**src/rtl/if_df_buffer_pkg.sv**
```systemverilog
// Shared widths and bubble constants for the fetch/decode pipeline buffers.
package if_df_buffer_pkg;
    localparam int DEF_PC_W   = 8;
    localparam int DEF_INST_W = 16;
    localparam int DEF_NOP_W  = 4;
    localparam logic [DEF_INST_W-1:0] DEF_NOP_INST = '0;
endpackage

```
**src/rtl/if_df_buffer_if.sv**
```systemverilog
// Fetch-to-decode data bus: fetch-side inputs and registered decode-side outputs.
interface if_df_buffer_if
    import if_df_buffer_pkg::*;
#(
    parameter int PC_W   = DEF_PC_W,
    parameter int INST_W = DEF_INST_W,
    parameter int NOP_W  = DEF_NOP_W
);
    logic [PC_W-1:0]   pc_buff_in;
    logic [INST_W-1:0] inst_buff_in;
    logic [NOP_W-1:0]  nop_in;
    logic [PC_W-1:0]   pc_buff_out;
    logic [INST_W-1:0] inst_buff_out;
    logic [NOP_W-1:0]  nop_out;

    modport master (
        output pc_buff_in, inst_buff_in, nop_in,
        input  pc_buff_out, inst_buff_out, nop_out
    );

    modport slave (
        input  pc_buff_in, inst_buff_in, nop_in,
        output pc_buff_out, inst_buff_out, nop_out
    );
endinterface

```
**src/rtl/if_df_buffer_pipe_reg.sv**
```systemverilog
// pipe_reg: one pipeline field; flush loads the bubble value, en gates the load.
module pipe_reg #(
    parameter int           W       = 8,
    parameter logic [W-1:0] RST_VAL = '0
) (
    input  logic         clk,
    input  logic         rst,
    input  logic         flush,
    input  logic         en,
    input  logic [W-1:0] d,
    output logic [W-1:0] q
);
    logic [W-1:0] val_d, val_q;

    // Flush outranks the enable so a stalled stage can still be squashed.
    always_comb begin
        val_d = val_q;
        if (flush)   val_d = RST_VAL;
        else if (en) val_d = d;
    end

    always_ff @(posedge clk or negedge rst) begin
        if (!rst) val_q <= RST_VAL;
        else      val_q <= val_d;
    end

    assign q = val_q;
endmodule

```
**src/rtl/if_df_buffer.sv**
```systemverilog
// IF/DF pipeline buffer: registers PC, instruction and nop tag between fetch and decode.
// Define IF_DF_STALL_EN to add the stall (hold) port.
module if_df_buffer
    import if_df_buffer_pkg::*;
#(
    parameter int                PC_W     = DEF_PC_W,
    parameter int                INST_W   = DEF_INST_W,
    parameter int                NOP_W    = DEF_NOP_W,
    parameter logic [INST_W-1:0] NOP_INST = INST_W'(DEF_NOP_INST)
) (
    input  logic                 clk,
    input  logic                 rst,
    input  logic                 flush,
`ifdef IF_DF_STALL_EN
    input  logic                 stall,
`endif
    if_df_buffer_if.slave        bus
);
    logic load_en;

`ifdef IF_DF_STALL_EN
    assign load_en = ~stall;
`else
    assign load_en = 1'b1;
`endif

    pipe_reg #(.W(PC_W), .RST_VAL('0)) u_pc (
        .clk(clk), .rst(rst), .flush(flush), .en(load_en),
        .d(bus.pc_buff_in), .q(bus.pc_buff_out)
    );

    pipe_reg #(.W(INST_W), .RST_VAL(NOP_INST)) u_inst (
        .clk(clk), .rst(rst), .flush(flush), .en(load_en),
        .d(bus.inst_buff_in), .q(bus.inst_buff_out)
    );

    pipe_reg #(.W(NOP_W), .RST_VAL('0)) u_nop (
        .clk(clk), .rst(rst), .flush(flush), .en(load_en),
        .d(bus.nop_in), .q(bus.nop_out)
    );
endmodule

```
**src/flat_wrapper.sv**
```systemverilog
// flat-port wrapper written by rule: the top's interface ports become plain ports
module if_df_buffer_flat import if_df_buffer_pkg::*;
#(
    parameter int                PC_W     = DEF_PC_W,
    parameter int                INST_W   = DEF_INST_W,
    parameter int                NOP_W    = DEF_NOP_W,
    parameter logic [INST_W-1:0] NOP_INST = INST_W'(DEF_NOP_INST)
)
  (clk, rst, flush, bus_pc_buff_in, bus_inst_buff_in, bus_nop_in, bus_pc_buff_out, bus_inst_buff_out, bus_nop_out);
  if_df_buffer_if #(.PC_W(PC_W), .INST_W(INST_W), .NOP_W(NOP_W)) bus_i ();
  input  logic clk;
  input  logic rst;
  input  logic flush;
  input wire logic [$bits(bus_i.pc_buff_in)-1:0] bus_pc_buff_in;
  input wire logic [$bits(bus_i.inst_buff_in)-1:0] bus_inst_buff_in;
  input wire logic [$bits(bus_i.nop_in)-1:0] bus_nop_in;
  output wire logic [$bits(bus_i.pc_buff_out)-1:0] bus_pc_buff_out;
  output wire logic [$bits(bus_i.inst_buff_out)-1:0] bus_inst_buff_out;
  output wire logic [$bits(bus_i.nop_out)-1:0] bus_nop_out;
  assign bus_i.pc_buff_in = bus_pc_buff_in;
  assign bus_i.inst_buff_in = bus_inst_buff_in;
  assign bus_i.nop_in = bus_nop_in;
  assign bus_pc_buff_out = bus_i.pc_buff_out;
  assign bus_inst_buff_out = bus_i.inst_buff_out;
  assign bus_nop_out = bus_i.nop_out;
  if_df_buffer #(.PC_W(PC_W), .INST_W(INST_W), .NOP_W(NOP_W), .NOP_INST(NOP_INST)) u_core (.clk(clk), .rst(rst), .flush(flush), .bus(bus_i));
endmodule
```
**config.mk**
```make
export PLATFORM = sky130hd
export DESIGN_NAME = if_df_buffer_flat
export DESIGN_NICKNAME = d
export VERILOG_FILES = /design/src/rtl/if_df_buffer_pkg.sv /design/src/rtl/if_df_buffer_if.sv /design/src/rtl/if_df_buffer_pipe_reg.sv /design/src/rtl/if_df_buffer.sv /design/src/flat_wrapper.sv
export SDC_FILE = /design/constraint.sdc
export NUM_CORES = 1
export LEC_CHECK = 0
export CAP_MARGIN = 10
export CORE_MARGIN = 2
export CORE_UTILIZATION = 37
export DETAILED_ROUTE_END_ITERATION = 8
export PLACE_DENSITY = 0.82
export SETUP_SLACK_MARGIN = 0.2
export SLEW_MARGIN = 0
export SYNTH_ARGS = -nofsm -noshare
export SYNTH_HDL_FRONTEND = slang
export SYNTH_SLANG_ARGS = --single-unit
```
**constraint.sdc**
```tcl
create_clock -name clk -period 1.2 [get_ports clk]
set_input_delay 0.36 -clock clk [delete_from_list [all_inputs] [get_ports clk]]
set_output_delay 0.36 -clock clk [all_outputs]
set_load 0.005 [all_outputs]
```
==> impl_metrics.json <==
{
  "outcome": "completed",
  "place_inst": 149,
  "cts_tree": "yes",
  "ctsRootBufferMaster": "clkbuf_4",
  "yosys_warnings": 0,
  "syn_nets": 89,
  "criticalPathCategory": "reg2out",
  "crit_path_max_fanout": 1,
  "route.detailed.drc": 0,
  "portBuffers": 58,
  "cts_resized": 112,
  "nFillCells": 209,
  "path_cells": "buf_2",
  "drtIter0Drc": 0,
  "ys_seq_area_share_pct": 76.29,
  "slowest_stage": "dfrtp_1",
  "syn_avg_cell_area_um2": 15.83,
  "fp-row-count": 18,
  "post-route-period-util_pct": 99.47,
  "tightest_slew_ns": 0.1428,
  "arrival_ns": 0.83,
  "wl_um": 1809,
  "vias_per_cell": 4.211,
  "dr.pass1.iters": 1,
  "clk_pin_slew_ns": 0.13,
  "grt_pass1_wl_um": 2587,
  "die_w_um": 53.82,
  "grt-ovfl-total": 0,
  "ant_nets": 0,
  "wl_per_cell_um": 11.90,
  "syn2layout_area_growth_pct": 60.22,
  "crit_buf_inv": 1,
  "initial_core_util_pct": 38.11,
  "pin_count": 59,
  "seqCellArea_um2": 700.7,
  "worstPathRequired_ns": 0.84,
  "finalSetupViolCount": 0,
  "leakagePower_uw": 0.0007469,
  "cts_sinks": 28,
  "slew_headroom_pct": 90.48,
  "grt_max_degree": 29,
  "ctsLongestPathBuffers": 2,
  "synth_seq_cells": 28,
  "antenna_found_initial": 0,
  "hp-class": "in2async",
  "multiInputGateArea_um2": 195.2,
  "syn_inst": 58,
  "layout-drive-gt1-share_pct": 36.07,
  "gp_congestion": 0.7124,
  "cts_setup_buffers": 0,
  "hold_violations": 0,
  "yosysUniqueCellTypes": 4,
  "fin_cells": 152,
  "nNetsFinal": 155,
  "cpPeakStageDelay_ns": 0.40,
  "placed_area_um2": 1589,
  "via_count": 640,
  "drv_cap": 0,
  "die_area_um2": 2897,
  "finalInstanceArea_um2": 1471,
  "grt_usage_pct": 13.45,
  "min_period_ns": 1.194,
  "diodes": 0,
  "cts_buffers": 3,
  "fp.coreArea_um2": 2410,
  "dp_hpwl_um": 1562,
  "rsz0062_at_grt": "yes",
  "ir_drop_mv": 0.6990,
  "die_h_um": 53.82,
  "htreeDepth": 1,
  "syn-cell-area_um2": 918.4,
  "critPathLaunchType": "flop",
  "grt_pass1_vias": 611,
  "p_per_area_nw_per_um2": 1090,
  "cts_hold_buffers": 0,
  "crit_path_end_kind": "output pin",
  "path_delay_family": "flip-flops",
  "slew_violations": 0,
  "maxClockFrequency_ghz": 0.8378
}
-- cell usage in the layout (no fill, tap or decap) --
cell type | synthesis | final
dfrtp_1 | 28 | 28
clkbuf_4 | 0 | 3
buf_2 | 0 | 28
nor2b_1 | 20 | 20
clkdlybuf4s50_1 | 0 | 30
buf_4 | 0 | 2
and2b_2 | 8 | 8
buf_12 | 0 | 3
-- where the power goes --
part	leakage, uW	switching [uW]	total [uW]	internal [uW]
sequential	0.000361	10.1	1000	990
clock	0.0000138	240	358	117
combinational	0.000372	79.3	247	167
total	0.000747	330	1600	1270
-- kinds of logic after synthesis --
group	after synthesis	synth area share (%)
buf+inv	2	2.452
flops	28	76.29
simple gates	28	21.25
-- layout make-up --
class                      instances  area share (%)
clock buffer                       3           1.531
multi-input combinational         28           13.27
sequential                        28           47.62
tap                               30           2.551
timing repair buffer              63           35.03
-- metrics by stage --
step	setup WS (ns)	hold slack (ns)	power (uW)	setup TNS, ns	utilization, %
after floorplan	0.4907	0.06441	1079	0	-
final	0.006360	0.3776	1604	0	61.06
after detailed placement	-0.1152	0.7295	1322	-2.028	65.94
after global placement	-0.09458	0.7278	1311	-1.634	65.94
after global routing	-0.02707	0.3904	1676	-0.3500	61.06
after CTS	-0.008014	0.3728	1629	-0.01310	61.06
-- state kept, by name (all words and copies together) (netlist names) --
| register | flops |
|---|---|
| u_core.u_inst.q | 16 |
| u_core.u_nop.q | 4 |
| u_core.u_pc.q | 8 |
-- worst paths after layout --
check                      slack, ns            endpoint                 from  cells past startpoint
max                            0.006  bus_pc_buff_out[3]     u_core.u_pc.q[3]                      1
min                             0.38    u_core.u_pc.q[4]                  rst                      2
max in group asynchronous       0.68  u_core.u_inst.q[0]                  rst                      2
min in group clk                0.57  u_core.u_inst.q[3]  bus_inst_buff_in[3]                      2
-- per-layer routing --
metal | GRT usage [%] | vias to the layer above | part of all wire (%)
li1 | - | 303 | -
met1 | 12.27 | 298 | 29
met2 | 24.80 | 35 | 57
met3 | 5.278 | 4 | 12
met4 | 7.692 | 0 | 1.5
met5 | 0 | - | 0
-- cells in the mapped netlist, drive strengths merged --
master | count | area, um2
and2b | 8 | 70.07
nor2b | 20 | 125.1
dfrtp | 28 | 700.7
buf | 2 | 22.52
Power figures use the tool's default switching activity.
